<file path="src/rtl/note_gate_ctrl.sv">
// note_gate_ctrl: captures strobed note messages into a small FIFO and turns
// them into a note code plus a gate for the tone generator. It handles
// re-articulation gaps, legato changes, rests and automatic release.
// Runs on the 1 kHz playback clock (one clock = 1 ms).
// Optional: define NOTE_DIV_EN to drive half_period from a pitch table;
// otherwise half_period is held at zero.
module note_gate_ctrl #(
  parameter int unsigned FIFO_AW     = 2,
  parameter int unsigned GAP_MS      = 20,
  parameter int unsigned MAX_HOLD_MS = 2000,
  parameter int unsigned CLK_FREQ    = 120_000_000
) (
  input  logic        clk_play,
  input  logic        rst,
  input  logic        clk_msg,
  input  logic [7:0]  msg,
  output logic [7:0]  note,
  output logic        gate,
  output logic        fifo_ovf,
  output logic [7:0]  err_cnt,
  output logic [23:0] half_period
);

  localparam int unsigned     DEPTH     = 1 << FIFO_AW;
  localparam logic [FIFO_AW:0] DEPTH_CNT = DEPTH[FIFO_AW:0];
  // A zero gap length behaves as a one-clock gap.
  localparam logic [15:0]     GAP_LAST  = (GAP_MS == 0) ? 16'd0 : 16'(GAP_MS - 1);
  localparam logic [15:0]     HOLD_LAST = 16'(MAX_HOLD_MS - 1);

  typedef enum logic [1:0] {
    S_IDLE,
    S_ON,
    S_GAP
  } state_t;

  // ---------------------------------------------------------------------
  // Message capture and decode
  // ---------------------------------------------------------------------
  logic clk_msg_q;
  logic capture;
  logic msg_rest;
  logic msg_note;
  logic msg_valid;

  // Delay the strobe by one clock so a rising strobe is seen exactly once.
  always_ff @(posedge clk_play or posedge rst) begin
    if (rst) clk_msg_q <= 1'b0;
    else     clk_msg_q <= clk_msg;
  end

  // Rising-strobe detect and message classification.
  always_comb begin
    capture   = clk_msg & ~clk_msg_q;
    msg_rest  = (msg == 8'h00);
    msg_note  = ~msg[7] && (msg[3:0] >= 4'd1) && (msg[3:0] <= 4'd12);
    msg_valid = msg_rest | msg_note;
  end

  // ---------------------------------------------------------------------
  // Message FIFO
  // ---------------------------------------------------------------------
  logic [7:0]         mem_q [DEPTH];
  logic [FIFO_AW-1:0] wr_ptr_q;
  logic [FIFO_AW-1:0] rd_ptr_q;
  logic [FIFO_AW:0]   count_q;
  logic [FIFO_AW:0]   count_d;
  logic               fifo_empty;
  logic               fifo_full;
  logic               push_req;
  logic               push;
  logic               pop;
  logic [7:0]         head;
  state_t             state_q;

  // The FSM pops whenever it is not gapping and data is waiting; a full FIFO
  // still accepts a push when a pop happens on the same edge.
  always_comb begin
    fifo_empty = (count_q == '0);
    fifo_full  = (count_q == DEPTH_CNT);
    head       = mem_q[rd_ptr_q];
    pop        = (state_q != S_GAP) && !fifo_empty;
    push_req   = capture && msg_valid;
    push       = push_req && (!fifo_full || pop);
    count_d    = count_q;
    if (push && !pop)      count_d = count_q + 1'b1;
    else if (!push && pop) count_d = count_q - 1'b1;
  end

  // Storage array; contents need no reset because the pointers define validity.
  always_ff @(posedge clk_play) begin
    if (push) mem_q[wr_ptr_q] <= msg;
  end

  // Pointers and occupancy; reset empties the FIFO.
  always_ff @(posedge clk_play or posedge rst) begin
    if (rst) begin
      wr_ptr_q <= '0;
      rd_ptr_q <= '0;
      count_q  <= '0;
    end else begin
      if (push) wr_ptr_q <= wr_ptr_q + 1'b1;
      if (pop)  rd_ptr_q <= rd_ptr_q + 1'b1;
      count_q <= count_d;
    end
  end

  // ---------------------------------------------------------------------
  // Error / overflow status
  // ---------------------------------------------------------------------
  logic       fifo_ovf_q;
  logic [7:0] err_cnt_q;
  logic [7:0] err_cnt_d;

  // Saturating count of dropped invalid messages.
  always_comb begin
    err_cnt_d = err_cnt_q;
    if (capture && !msg_valid && (err_cnt_q != 8'hFF)) err_cnt_d = err_cnt_q + 8'd1;
  end

  // Sticky overflow flag and error counter registers.
  always_ff @(posedge clk_play or posedge rst) begin
    if (rst) begin
      fifo_ovf_q <= 1'b0;
      err_cnt_q  <= '0;
    end else begin
      if (push_req && !push) fifo_ovf_q <= 1'b1;
      err_cnt_q <= err_cnt_d;
    end
  end

  // ---------------------------------------------------------------------
  // Half-period lookup for the entry at the FIFO head
  // ---------------------------------------------------------------------
  logic [23:0] hp_head;

`ifdef NOTE_DIV_EN
  // Half-period in CLK_FREQ cycles of pitch k in octave 0 (C0 = 16.352 Hz),
  // evaluated only at elaboration to fill the constant table.
  function automatic logic [23:0] base_hp(input int unsigned k);
    real r;
    case (k)
      0:       r = 1.0;
      1:       r = 1.0594630943592953;
      2:       r = 1.1224620483093730;
      3:       r = 1.1892071150027210;
      4:       r = 1.2599210498948732;
      5:       r = 1.3348398541700344;
      6:       r = 1.4142135623730951;
      7:       r = 1.4983070768766815;
      8:       r = 1.5874010519681994;
      9:       r = 1.6817928305074290;
      10:      r = 1.7817974362806785;
      default: r = 1.8877486253633870;
    endcase
    return 24'($rtoi(real'(CLK_FREQ) / (2.0 * 16.352 * r) + 0.5));
  endfunction

  localparam logic [23:0] BASE [12] = '{
    base_hp(0), base_hp(1), base_hp(2),  base_hp(3),
    base_hp(4), base_hp(5), base_hp(6),  base_hp(7),
    base_hp(8), base_hp(9), base_hp(10), base_hp(11)
  };

  logic [3:0] pitch_idx;

  // Table value shifted down by the octave; a rest maps to zero.
  always_comb begin
    pitch_idx = head[3:0] - 4'd1;
    hp_head   = '0;
    if ((head[3:0] >= 4'd1) && (head[3:0] <= 4'd12)) hp_head = BASE[pitch_idx] >> head[6:4];
  end
`else
  // No pitch table in this build.
  always_comb begin
    hp_head = '0;
  end
`endif

  // ---------------------------------------------------------------------
  // Gate FSM
  // ---------------------------------------------------------------------
  logic [7:0]  note_q;
  logic        gate_q;
  logic [23:0] half_period_q;
  logic [15:0] hold_cnt_q;
  logic [15:0] gap_cnt_q;

  // Playback state machine: pops messages, times holds and gaps, drives outputs.
  always_ff @(posedge clk_play or posedge rst) begin
    if (rst) begin
      state_q       <= S_IDLE;
      note_q        <= '0;
      gate_q        <= 1'b0;
      half_period_q <= '0;
      hold_cnt_q    <= '0;
      gap_cnt_q     <= '0;
    end else begin
      unique case (state_q)
        S_IDLE: begin
          if (pop) begin
            if (head == 8'h00) begin
              note_q        <= '0;
              half_period_q <= '0;
            end else begin
              note_q        <= head;
              half_period_q <= hp_head;
              gate_q        <= 1'b1;
              hold_cnt_q    <= '0;
              state_q       <= S_ON;
            end
          end
        end
        S_ON: begin
          // A waiting message wins over the hold timeout on the same edge.
          if (pop) begin
            if (head == 8'h00) begin
              gate_q        <= 1'b0;
              note_q        <= '0;
              half_period_q <= '0;
              state_q       <= S_IDLE;
            end else if (head == note_q) begin
              gate_q    <= 1'b0;
              gap_cnt_q <= '0;
              state_q   <= S_GAP;
            end else begin
              note_q        <= head;
              half_period_q <= hp_head;
              hold_cnt_q    <= '0;
            end
          end else if (hold_cnt_q == HOLD_LAST) begin
            gate_q  <= 1'b0;
            state_q <= S_IDLE;
          end else begin
            hold_cnt_q <= hold_cnt_q + 16'd1;
          end
        end
        S_GAP: begin
          if (gap_cnt_q == GAP_LAST) begin
            gate_q     <= 1'b1;
            hold_cnt_q <= '0;
            state_q    <= S_ON;
          end else begin
            gap_cnt_q <= gap_cnt_q + 16'd1;
          end
        end
        default: state_q <= S_IDLE;
      endcase
    end
  end

  assign note        = note_q;
  assign gate        = gate_q;
  assign fifo_ovf    = fifo_ovf_q;
  assign err_cnt     = err_cnt_q;
  assign half_period = half_period_q;

endmodule

</file>
<file path="config.mk">
export PLATFORM = sky130hd
export DESIGN_NAME = note_gate_ctrl
export DESIGN_NICKNAME = d
export VERILOG_FILES = /design/src/rtl/note_gate_ctrl.sv
export SDC_FILE = /design/constraint.sdc
export NUM_CORES = 1
export LEC_CHECK = 0
export ABC_AREA = 1
export BUFFER_PORTS_ARGS = -buffer_cell sky130_fd_sc_hd__buf_2
export CAP_MARGIN = 20
export CORE_ASPECT_RATIO = 2
export CORE_MARGIN = 3
export CORE_UTILIZATION = 45
export DETAILED_ROUTE_END_ITERATION = 7
export PLACE_DENSITY = 0.75
export SLEW_MARGIN = 25
export SYNTH_ARGS = -nofsm -noshare
export SYNTH_HDL_FRONTEND = slang
export SYNTH_SLANG_ARGS = --single-unit
</file>
<file path="constraint.sdc">
create_clock -name clk_play -period 6.5 [get_ports clk_play]
set_input_delay 1.3 -clock clk_play [delete_from_list [all_inputs] [get_ports clk_play]]
set_output_delay 1.3 -clock clk_play [all_outputs]
set_load 0.02 [all_outputs]
</file>
=== After elaboration in Yosys (flattened, before gate mapping) ===
Memories as Yosys holds them, arrays and structs flattened.
Index checks and enable logic that the tools add are counted.

* ROM bits: 0
* Word-level logic and storage cells: 120
* Flip-flop bits (word level): 84
* Latch bits: 0
* Bits in writable memories: 32
* Output and inout port bits: 42
* Memories: 1

{| class="wikitable"
|+ Memories
! name !! words !! bits a word !! read ports !! clocked after Yosys merged registers in !! wr ports !! line !! RTL
|-
| mem_q || 4 || 8 || 1 || 0 || 1 || 62 || <nowiki>logic [7:0] mem_q [DEPTH];</nowiki>
|}

* Reduce and logical (&&, ||, !) cells: 29
* Add/subtract/negate cells: 7
* Shift-type cells: 0
* Multiplexer cells: 44
* Multiply operators: 0
* Div/mod/pow operators: 0
* Bitwise gates (word level): 4
* Magnitude comparators: 2
* Equal/unequal tests: 21

{| class="wikitable"
|+ Operators by type and width
! operator !! count
|-
| $mux W16 || 11
|-
| $mux W24 || 4
|-
| $pmux W16 S3 || 1
|-
| $pmux W24 S2 || 1
|-
| $mux W8 || 5
|-
| $add A16 B1 Y16 const B || 2
|-
| $pmux W16 S2 || 1
|-
| $eq A16 B11 Y1 const B || 1
|-
| $eq A16 B5 Y1 const B || 1
|-
| $logic_not A8 Y1 || 2
|-
| $ne A2 B2 Y1 const B || 8
|-
| $pmux W8 S2 || 1
|-
| $ne A3 B3 Y1 const B || 5
|-
| $mux W2 || 7
|-
| $logic_and A1 B1 Y1 || 10
|-
| $reduce_and A5 Y1 || 2
|-
| $mux W1 || 9
|-
| $add A8 B1 Y8 const B || 1
|-
| $eq A8 B8 Y1 || 1
|-
| $ne A8 B8 Y1 const B || 1
|-
| $reduce_and A7 Y1 || 1
|-
| $mux W3 || 2
|-
| $pmux W2 S3 || 1
|-
| $reduce_and A6 Y1 || 1
|-
| other kinds (20) || 28
|}

=== Depth between registers and ports, before layout ===
Gate-level depths: netlist (run 1).

* Depth in word-level cells: 10
* Mapped depth: 17
* Gate-level depth less buffers: 15

=== Least setup slack after synthesis (run 1) ===
Ideal clock, no wire load.

* Path kind: in2reg
* Start point: input port msg[1]
* End point: register count_q[2]
* Path slack: 3372 ps
* Arrival: 2997 ps
* Buffers on the path: 0
* Stages on the path: 13
* Setup time: 131 ps
* Cell sequence: nor2_1 > nor3_1 > nor2_1 > o21ai_0 > nor3_1 > nand2_1 > inv_1 > ha_1 > inv_1 > fa_1 > a21oi_1 > o21ai_0 > xor2_1

* Longest elaborated chain between the ends: 9
* Elaborated cells on any way between the ends: 13

{| class="wikitable"
|+ RTL lines
! what !! line !! RTL
|-
| from (decl) || 16 || <nowiki>input logic [7:0] msg,</nowiki>
|-
| $ge A4 B1 Y1 || 55 || <nowiki>msg_note = ~msg[7] && (msg[3:0] >= 4'd1) && (msg[3:0] <= 4'd12);</nowiki>
|-
| $logic_and A1 B1 Y1 (2 in a row) || 55 ||
|-
| $or A1 B1 Y1 (*) || 56 || <nowiki>msg_valid = msg_rest | msg_note;</nowiki>
|-
| $logic_and A1 B1 Y1 (*) || 82 || <nowiki>push_req = capture && msg_valid;</nowiki>
|-
| $logic_and A1 B1 Y1 (*) || 83 || <nowiki>push = push_req && (!fifo_full || pop);</nowiki>
|-
| via push || 70 || <nowiki>logic push;</nowiki>
|-
| $logic_not A1 Y1 || 86 || <nowiki>else if (!push && pop) count_d = count_q - 1'b1;</nowiki>
|-
| $logic_and A1 B1 Y1 || 86 ||
|-
| $reduce_bool A2 Y1 (no line) || -- ||
|-
| to (signal assigned) || 103 || <nowiki>count_q <= count_d;</nowiki>
|-
| to (decl) || 65 || <nowiki>logic [FIFO_AW:0] count_q;</nowiki>
|}

Mark *: on every way through the listed nets, which the timed path passes. The rest lies on a longest branch.
A chain may end at the register's enable or synchronous reset.

=== Worst setup path after layout (run 1) ===
Same ends and word-level chain as after synthesis.

==> flow_summary_export.csv, run 1 <==
group,metric,value,unit
power,ir_drop,0.240,mV
clock_tree,cts_buffers,9,
setup_path,crit_required,6720,ps
sta,period_minus_slack,3330,ps
clock_tree,htree_num_levels,3,
setup_path,r2r_end,"count_q[1]",
detailed_routing,drt_iter0_drc,153,
global_routing,antenna_found_initial,0,
detailed_routing,wl_per_cell,13.0,um
logic_synthesis,syn_area_per_cell,8.62,sq um
sta,skew,9.19,ps
clock_tree,clockRootBuffer,"clkbuf_16",
finish,final_area,0.00560,sq mm
logic_synthesis,ys_ff_latch,92,
setup_path,reg2regPathDepth,10,
floorplanning,pin_count,53,
sta,period_share,0.512,
min_path,min_from,"fifo_ovf",
clock_tree,cts_setup_buffers,0,
detailed_routing,wl,10.0,mm
setup_path,end_kind,"flip-flop",
logic_synthesis,yosysUniqueCellTypes,42,
run,maxCapViolations,0,
power,leakage,2.67,nW
finish,antenna_cells,0,
logic_synthesis,netlist.area_leader.share,0.293,
detailed_routing,dr_total_vias,3854,
detailed_routing,final_antenna_net_count,0,
clock_tree,insertion_delay,350,ps
min_path,hold_class,"reg -> reg",
detailed_routing,dr.pass1.iters,4,
global_routing,grt.total_usage,0.175,
floorplanning,coreArea,0.0110,sq mm
min_path,worstHoldPathCells,1,
setup_path,cp_slowest_cell,"fa_1",
sta,hold_viol,0,
detailed_routing,route.detailed.drc,0,
setup_path,r2r_start,"state_q[0]",
setup_path,cp_data_arrival_time,3550,ps
global_routing,grt_max_degree,61,
sta,tns,0,ps
clock_tree,clockBufferDepth,2,
finish,layout-drive-gt1-share,0.165,
clock_tree,cts.sinks,92,
placed_design,gp_congestion,0.851,
clock_tree,path_clk_slew,70,ps
floorplanning,start_util,0.466,
clock_tree,hold_buffers,0,
floorplanning,die_y,157,um
logic_synthesis,syn_inst,595,
sta,max_slew_margin,0.493,
sta,rsz0062_at_grt,"no",
global_routing,grt_pass1_wl,17.2,mm
global_routing,gr-total-overflow,0,
clock_tree,cts_resized,0,
setup_path,cp_max_fo,6,
placed_design,hpwl,7.57,mm
placed_design,portBuffers,28,
finish,final_common_cell,"nand2_1",
sta,setup_viol,0,
finish,utilization,0.509,
sta,tightestPinTransition,760,ps
detailed_routing,viasPerCell,5.00,
setup_path,r2r_slack,3430,ps
logic_synthesis,synthTopCellsByArea,"dfrtp_1 (29%), edfxtp_1 (19%), nand2_1 (12%)",
sta,slew_viol_final,0,
placed_design,dpl-instance-area,0.00527,sq mm
floorplanning,row_count,54,
finish,area_delta_synth_final,9.22,%
logic_synthesis,netlist_area,0.00513,sq mm
logic_synthesis,yosysWarnings,0,
setup_path,worst_setup_path_start_kind,"input pin",
floorplanning,dieArea,0.0128,sq mm
logic_synthesis,yosysSeqAreaShare,0.480,
finish,final_nets,646,
power,power_density,373,mW/mm^2
sta,fmax,0.300,GHz
global_routing,grt_pass1_vias,3848,
setup_path,critPathMaxStageDelay,400,ps
finish,final_cell_mix,"nand2_1 (167), dfrtp_1 (60), inv_1 (59), nand3_1 (53), nor2_1 (41)",
logic_synthesis,synth_area_leader_cell,"dfrtp_1",
min_path,min_to,"fifo_ovf",
clock_tree,cts_tree,"built",
run_status,status,"completed",
floorplanning,fp.dieW,81.5,um
setup_path,crit_type,"in -> reg",
setup_path,path_cells,"buf_2 > nor2_1 > nor3_1 > nor2_1 > o21ai_0 > nor3_1 > nand2_1 > inv_1 > ha_1 > inv_1 > fa_1 > a21oi_1 > o21ai_0 > xor2_1",
-- synthesized netlist by cell type (all sizes together) --
library cell,count
a211oi,1
a21o,1
a21oi,10
a31oi,1
buf,30
clkbuf,2
clkinv,1
conb,1
dfrtp,60
edfxtp,32
fa,1
ha,8
inv,62
mux2,4
nand2,198
nand3,61
nand3b,11
nand4,7
nor2,48
nor3,9
nor4,2
o211ai,5
o21ai,18
o21bai,3
o41ai,1
or2,4
xnor2,3
xor2,11
-- logic make-up (layout without fill, tap and decap cells) --
| logic type | count (synthesis) | in the layout | synth area share |
|---|---|---|---|
| other | 1 | 24 | 0.000731 |
| DFF | 92 | 92 | 0.480 |
| xor gates and xnor gates | 14 | 14 | 0.0239 |
| and+or+nand+nor | 340 | 340 | 0.318 |
| buffers and inverters | 95 | 108 | 0.0993 |
| AOI/OAI and AO/OA | 40 | 40 | 0.0456 |
| muxes | 4 | 4 | 0.00878 |
| adders and majority gates | 9 | 9 | 0.0234 |
-- final cells by class --
cell class,instances,area [sq um]
clock buffers,9,225
clock inverters,7,106
fillers,1062,5410
inverters,63,241
multi-input cells,431,2240
flip-flops and latches,92,2460
well taps,140,175
repair buffers,29,148
-- where the power goes --
group          switching (mW)  internal [mW]  total (mW)
Clock                   0.232          0.344       0.576
Combinational           0.476          0.240       0.715
Sequential              0.112          0.686       0.798
-- stage by stage --
step / setup slack [ps] / power [mW] / cells / hold slack (ps)
2_1_floorplan: 3370 / 1.40 / 618 / 442
3_3_place_gp: 2900 / 1.50 / 755 / 448
3_5_place_dp: 2780 / 1.53 / 755 / 455
4_1_cts: 3130 / 2.11 / 771 / 475
5_1_grt: 2880 / 2.23 / 771 / 497
6_report: 3170 / 2.09 / 771 / 470
-- how the worst max path moves through the flow --
stage / from / cells after the start / end / slack [ps]
after floorplan: msg[1] / 13 / count_q[2] / 3370
after global placement: msg[1] / 14 / count_q[2] / 2900
after detailed placement: msg[1] / 14 / count_q[2] / 2780
after CTS: msg[1] / 14 / count_q[2] / 3130
after global routing: msg[1] / 14 / count_q[2] / 2880
final: msg[1] / 14 / count_q[2] / 3170
-- critical path: cells and delay by family --
family / cells / cell delay (ps)
buf+inv: 3 / 350
fa+ha+maj: 2 / 560
xor+xnor: 1 / 150
simple gates: 5 / 790
compound gates: 3 / 410
-- sequential cells by signal, summed over array words and instances (netlist names) --
| signal | cells |
|---|---|
| err_cnt | 8 |
| rd_ptr_q | 2 |
| count_q | 3 |
| hold_cnt_q | 16 |
| wr_ptr_q | 2 |
| mem_q | 32 |
| state_q | 2 |
| note | 8 |
| gate | 1 |
| fifo_ovf | 1 |
| clk_msg_q | 1 |
| gap_cnt_q | 16 |
-- routing by layer --
| metal | wire [um] | part of all wire | global-route usage |
|---|---|---|---|
| met3 | 329 | 0.033 | 0.0361 |
| met5 | 0 | 0 | 0 |
| met4 | 241 | 0.024 | 0.0774 |
| met2 | 5880 | 0.59 | 0.338 |
| met1 | 3580 | 0.36 | 0.169 |
(Power assumes the default switching activity.)
==> inputs of run 2 (changes only) <==
- PLACE_DENSITY: 0.75 -> 0.77
- clock period: 6.5 -> 2.95 ns (I/O delays scaled with it)
==> run 2 against run 1 <==
Net effect:
- combinational power grew 120%
- first-iteration DRC count grew 0.65%
- wire length is 1.7% lower
- core utilization grew 0.068 points
- sequential power grew 120%
- worst setup slack lost 2700 ps
- highest routed layer unchanged
==> flow_summary_export.csv, run 2 (synthesis gave the netlist of run 1 again) <==
group,metric,value,unit
finish,multi_input_area,0.00224,sq mm
detailed_routing,viasPerCell,4.95,
global_routing,grt_pass1_wl,16.9,mm
finish,area_delta_synth_final,9.37,%
clock_tree,cts_tree,"built",
detailed_routing,wl,9.85,mm
floorplanning,row_count,54,
global_routing,grt_pass1_vias,3747,
clock_tree,insertion_delay,340,ps
finish,final_nets,652,
finish,layout-drive-gt1-share,0.173,
detailed_routing,route.detailed.drc,0,
finish,num-fill-cells,1017,
finish,seq_area,0.00246,sq mm
sta,fmax,0.409,GHz
detailed_routing,dr.pass1.iters,4,
finish,final_common_cell,"nand2_1",
floorplanning,coreArea,0.0110,sq mm
finish,utilization,0.509,
clock_tree,clockRootBuffer,"clkbuf_16",
finish,antenna_cells,0,
floorplanning,start_util,0.466,
placed_design,dp_slack,124,ps
sta,skew,8.51,ps
placed_design,gp_congestion,0.845,
global_routing,grt_max_degree,61,
clock_tree,cts_buffers,9,
placed_design,dpl-instance-area,0.00533,sq mm
floorplanning,dieArea,0.0128,sq mm
finish,top_regs,"mem_q x32, gap_cnt_q x16, hold_cnt_q x16",
floorplanning,fp.dieW,81.5,um
sta,tightestPinTransition,712,ps
detailed_routing,dr_total_vias,3848,
setup_path,crit_required,3160,ps
sta,max_slew_margin,0.523,
setup_path,worst_setup_path_start_kind,"input pin",
setup_path,crit_type,"in -> reg",
global_routing,grt.total_usage,0.169,
sta,finalWorstSetupSlack,508,ps
sta,hold_viol,0,
sta,period_minus_slack,2440,ps
detailed_routing,wl_per_cell,12.7,um
clock_tree,cts_setup_buffers,0,
global_routing,gr-total-overflow,0,
finish,final_cells,777,
power,power_density,792,mW/mm^2
setup_path,end_kind,"flip-flop",
sta,tns,0,ps
sta,period_share,0.828,
setup_path,path_cells,"buf_2 > nor2_1 > nor3_1 > nor2_1 > o21ai_0 > nor3_1 > nand2_1 > inv_1 > ha_1 > inv_1 > fa_1 > a21oi_1 > o21ai_0 > xor2_1",
run_status,status,"completed",
clock_tree,cts.sinks,92,
floorplanning,die_y,157,um
power,total_power,4.44,mW
clock_tree,clockBufferDepth,2,
setup_path,cp_max_fo,5,
sta,rsz0062_at_grt,"no",
sta,setup_viol,0,
run,maxCapViolations,0,
detailed_routing,drt_iter0_drc,154,
detailed_routing,final_antenna_net_count,0,
power,leakage,2.68,nW
global_routing,antenna_found_initial,0,
clock_tree,cts_resized,0,
floorplanning,pin_count,53,
finish,final_cell_mix,"nand2_1 (167), dfrtp_1 (60), inv_1 (59), nand3_1 (53), nor2_1 (41)",
power,ir_drop,0.484,mV
placed_design,portBuffers,28,
clock_tree,hold_buffers,0,
clock_tree,htree_num_levels,3,
sta,slew_viol_final,0,
clock_tree,path_clk_slew,70,ps
setup_path,cp_slowest_cell,"fa_1",
sta,hold_slack,296,ps
placed_design,place_inst,761,
finish,regMostFlops,"mem_q",
finish,largest_register_ffs,32,
placed_design,hpwl,7.44,mm
setup_path,critPathMaxStageDelay,370,ps
setup_path,cp_data_arrival_time,2650,ps
min_path,hold_class,"in -> async",
finish,final_area,0.00561,sq mm
run 2: cell count changes in the layout (fill, tap and decap cells not counted):
cell        delta
clkinv_2       +1
clkinvlp_4     +3
bufinv_16      -2
buf_12         +1
buf_4          +5
clkinv_4       -2
run 2: final cells by class:
cell class,count,share of cell area
Clock buffer,9,0.0402
Clock inverter,7,0.0100
Multi-Input combinational cell,431,0.400
Sequential cell,92,0.439
Timing Repair Buffer,35,0.0366
Tap cell,140,0.0312
Inverter,63,0.0431
run 2: final timing paths:
path | startpoint | end | slack [ps] | cells after the start
max | msg[1] | count_q[2] | 510 | 14
max in group asynchronous | rst | gap_cnt_q[1] | 2370 | 3
min reg2reg | fifo_ovf | fifo_ovf | 460 | 1
max reg2reg | count_q[0] | count_q[1] | 520 | 9
min | rst | clk_msg_q | 300 | 3
min in group clk_play | clk_msg | clk_msg_q | 370 | 1
run 2: where the power goes:
part | total (mW) | internal, mW | switching [mW]
clock network | 1.09 | 0.581 | 0.511
registers | 1.75 | 1.51 | 0.237
logic | 1.60 | 0.536 | 1.07
run 2: layer usage:
| metal | track usage | up-vias | share of wire |
|---|---|---|---|
| met1 | 0.171 | 1816 | 0.37 |
| li1 | - | 1948 | - |
| met5 | 0 | - | 0 |
| met2 | 0.321 | 68 | 0.57 |
| met4 | 0.0798 | 0 | 0.024 |
| met3 | 0.0304 | 16 | 0.036 |
run 2: worst max-delay path: cells and delay by family:
family                     cells  cell delay, ps
and+or+nand+nor                5             680
adders and majority gates      2             520
xor gates and xnor gates       1             160
AOI/OAI and AO/OA              3             390
buffers and inverters          3             300
==> inputs of run 3 (changes only) <==
- PLACE_DENSITY: 0.77 -> 0.75
- clock period: 2.95 -> 2.45 ns (I/O delays scaled with it)
==> run 3 against run 2 <==
Net effect:
- core utilization is 1.3 points higher
- count of clock-buffer cells in the layout unchanged
- wire length is 2.0% higher
- clock skew down 3.0 ps
- largest power group unchanged
==> flow_summary_export.csv, run 3 (synthesis gave the netlist of run 1 again) <==
group,metric,value,unit
run_status,status,"completed",
finish,final_cell_mix,"nand2_1 (167), dfrtp_1 (60), inv_1 (59), nand3_1 (53), nor2_1 (40)",
clock_tree,path_clk_slew,70,ps
global_routing,grt_pass1_wl,17.3,mm
setup_path,cp_slowest_cell,"dfrtp_1",
setup_path,crit_path_start,"count_q[0]",
power,power_density,943,mW/mm^2
detailed_routing,dr.pass1.iters,4,
finish,area_delta_synth_final,12.1,%
sta,period_share,0.924,
sta,period_minus_slack,2260,ps
setup_path,crit_required,2670,ps
sta,rsz0062_at_grt,"no",
run,maxCapViolations,0,
detailed_routing,final_antenna_net_count,0,
setup_path,end_kind,"flip-flop",
power,ir_drop,0.676,mV
setup_path,crit_top_cell,"inv_1",
placed_design,portBuffers,28,
setup_path,r2r_end,"count_q[1]",
setup_path,crit_end,"count_q[1]",
clock_tree,cts_setup_buffers,0,
global_routing,grt_max_degree,29,
clock_tree,insertion_delay,340,ps
sta,max_slew_margin,0.563,
detailed_routing,viasPerCell,5.00,
detailed_routing,wl_per_cell,12.7,um
detailed_routing,wl,10.0,mm
global_routing,gr-total-overflow,0,
finish,layout-drive-gt1-share,0.198,
clock_tree,cts.sinks,92,
clock_tree,cts_tree,"built",
finish,regMostFlops,"mem_q",
floorplanning,coreArea,0.0110,sq mm
setup_path,crit_type,"reg -> reg",
floorplanning,fp.dieW,81.5,um
detailed_routing,dr_total_vias,3968,
sta,setup_viol,0,
sta,hold_viol,0,
setup_path,reg2regPathDepth,9,
finish,antenna_cells,0,
sta,tns,0,ps
setup_path,r2r_slack,190,ps
detailed_routing,drt_iter0_drc,179,
detailed_routing,route.detailed.drc,0,
global_routing,antenna_found_initial,0,
clock_tree,clockBufferDepth,2,
placed_design,gp_congestion,0.827,
finish,largest_register_ffs,32,
power,leakage,2.77,nW
setup_path,cp_max_fo,3,
floorplanning,die_y,157,um
sta,hold_slack,96.3,ps
min_path,hold_class,"in -> async",
floorplanning,start_util,0.466,
clock_tree,htree_num_levels,3,
clock_tree,cts_buffers,9,
sta,slew_viol_final,0,
sta,skew,5.48,ps
floorplanning,row_count,54,
setup_path,critPathMaxStageDelay,420,ps
sta,tightestPinTransition,653,ps
floorplanning,pin_count,53,
finish,final_nets,668,
placed_design,hpwl,7.88,mm
setup_path,r2r_start,"count_q[0]",
floorplanning,dieArea,0.0128,sq mm
clock_tree,clockRootBuffer,"clkbuf_16",
finish,top_regs,"mem_q x32, gap_cnt_q x16, hold_cnt_q x16",
finish,final_common_cell,"nand2_1",
setup_path,path_cells,"or2_2 > nor3_2 > inv_1 > nand2_1 > inv_1 > ha_1 > inv_1 > fa_1 > mux2_2",
global_routing,grt_pass1_vias,3880,
sta,fmax,0.442,GHz
setup_path,cp_data_arrival_time,2490,ps
global_routing,grt.total_usage,0.172,
setup_path,worst_setup_path_start_kind,"flip-flop",
[run 3: cell count changes in the layout (fill, tap and decap cells not counted), sizes merged]
cell,delta
inv,+1
clkinvlp,-3
clkinv,+2
buf,+16
[run 3: cell type report]
class / instances / area, sq um
Clock buffer: 9 / 225
Sequential cell: 92 / 2460
Timing Repair Buffer: 51 / 325
Clock inverter: 7 / 66.3
Inverter: 63 / 241
Fill cell: 998 / 5260
Tap cell: 140 / 175
Multi-Input combinational cell: 431 / 2260
[run 3: where the power goes]
part | switching [mW] | internal, mW | total (mW) | leakage (nW)
Clock | 0.628 | 0.715 | 1.34 | 0.144
Combinational | 1.32 | 0.687 | 2.00 | 1.55
Sequential | 0.260 | 1.82 | 2.08 | 1.08
[run 3: how the worst min path moves through the flow]
stage	cells after the start	to	slack [ps]
2_1_floorplan	2	gap_cnt_q[13]	440
3_3_place_gp	1	fifo_ovf	450
3_5_place_dp	1	fifo_ovf	450
4_1_cts	2	err_cnt[2]	90
5_1_grt	2	err_cnt[2]	100
6_report	2	fifo_ovf	100
[run 3: timing repair]
action	CTS	global route
endpoints found under the setup margin	0	4
gates resized for setup	0	3
hold buffers	0	0
[run 3: critical path, delay by kind of cell, from the launching register on]
kind	cells	cell delay [ps]
and+or+nand+nor	3	640
adders and majority gates	2	610
DFF	1	420
muxes	1	280
buffers and inverters	3	210
[run 3: metrics by stage]
stage / total power, mW / utilization / worst slack, ps / cells / area, sq um
global placement: 4.02 / 0.495 / -173 / 777 / 5450
global route: 5.82 / 0.522 / 28.4 / 793 / 5750
floorplan: 3.71 / - / 132 / 618 / 5220
finish: 5.43 / 0.522 / 186 / 793 / 5750
CTS: 5.48 / 0.521 / 112 / 793 / 5740
detailed placement: 4.13 / 0.495 / -225 / 777 / 5450
[run 3: layer usage]
| layer | up-vias | GRT usage | wire length [um] |
|---|---|---|---|
| met3 | 15 | 0.0263 | 335 |
| met5 | - | 0 | 0 |
| met2 | 75 | 0.339 | 5990 |
| met4 | 0 | 0.0661 | 182 |
| met1 | 1892 | 0.173 | 3550 |
| li1 | 1986 | - | - |
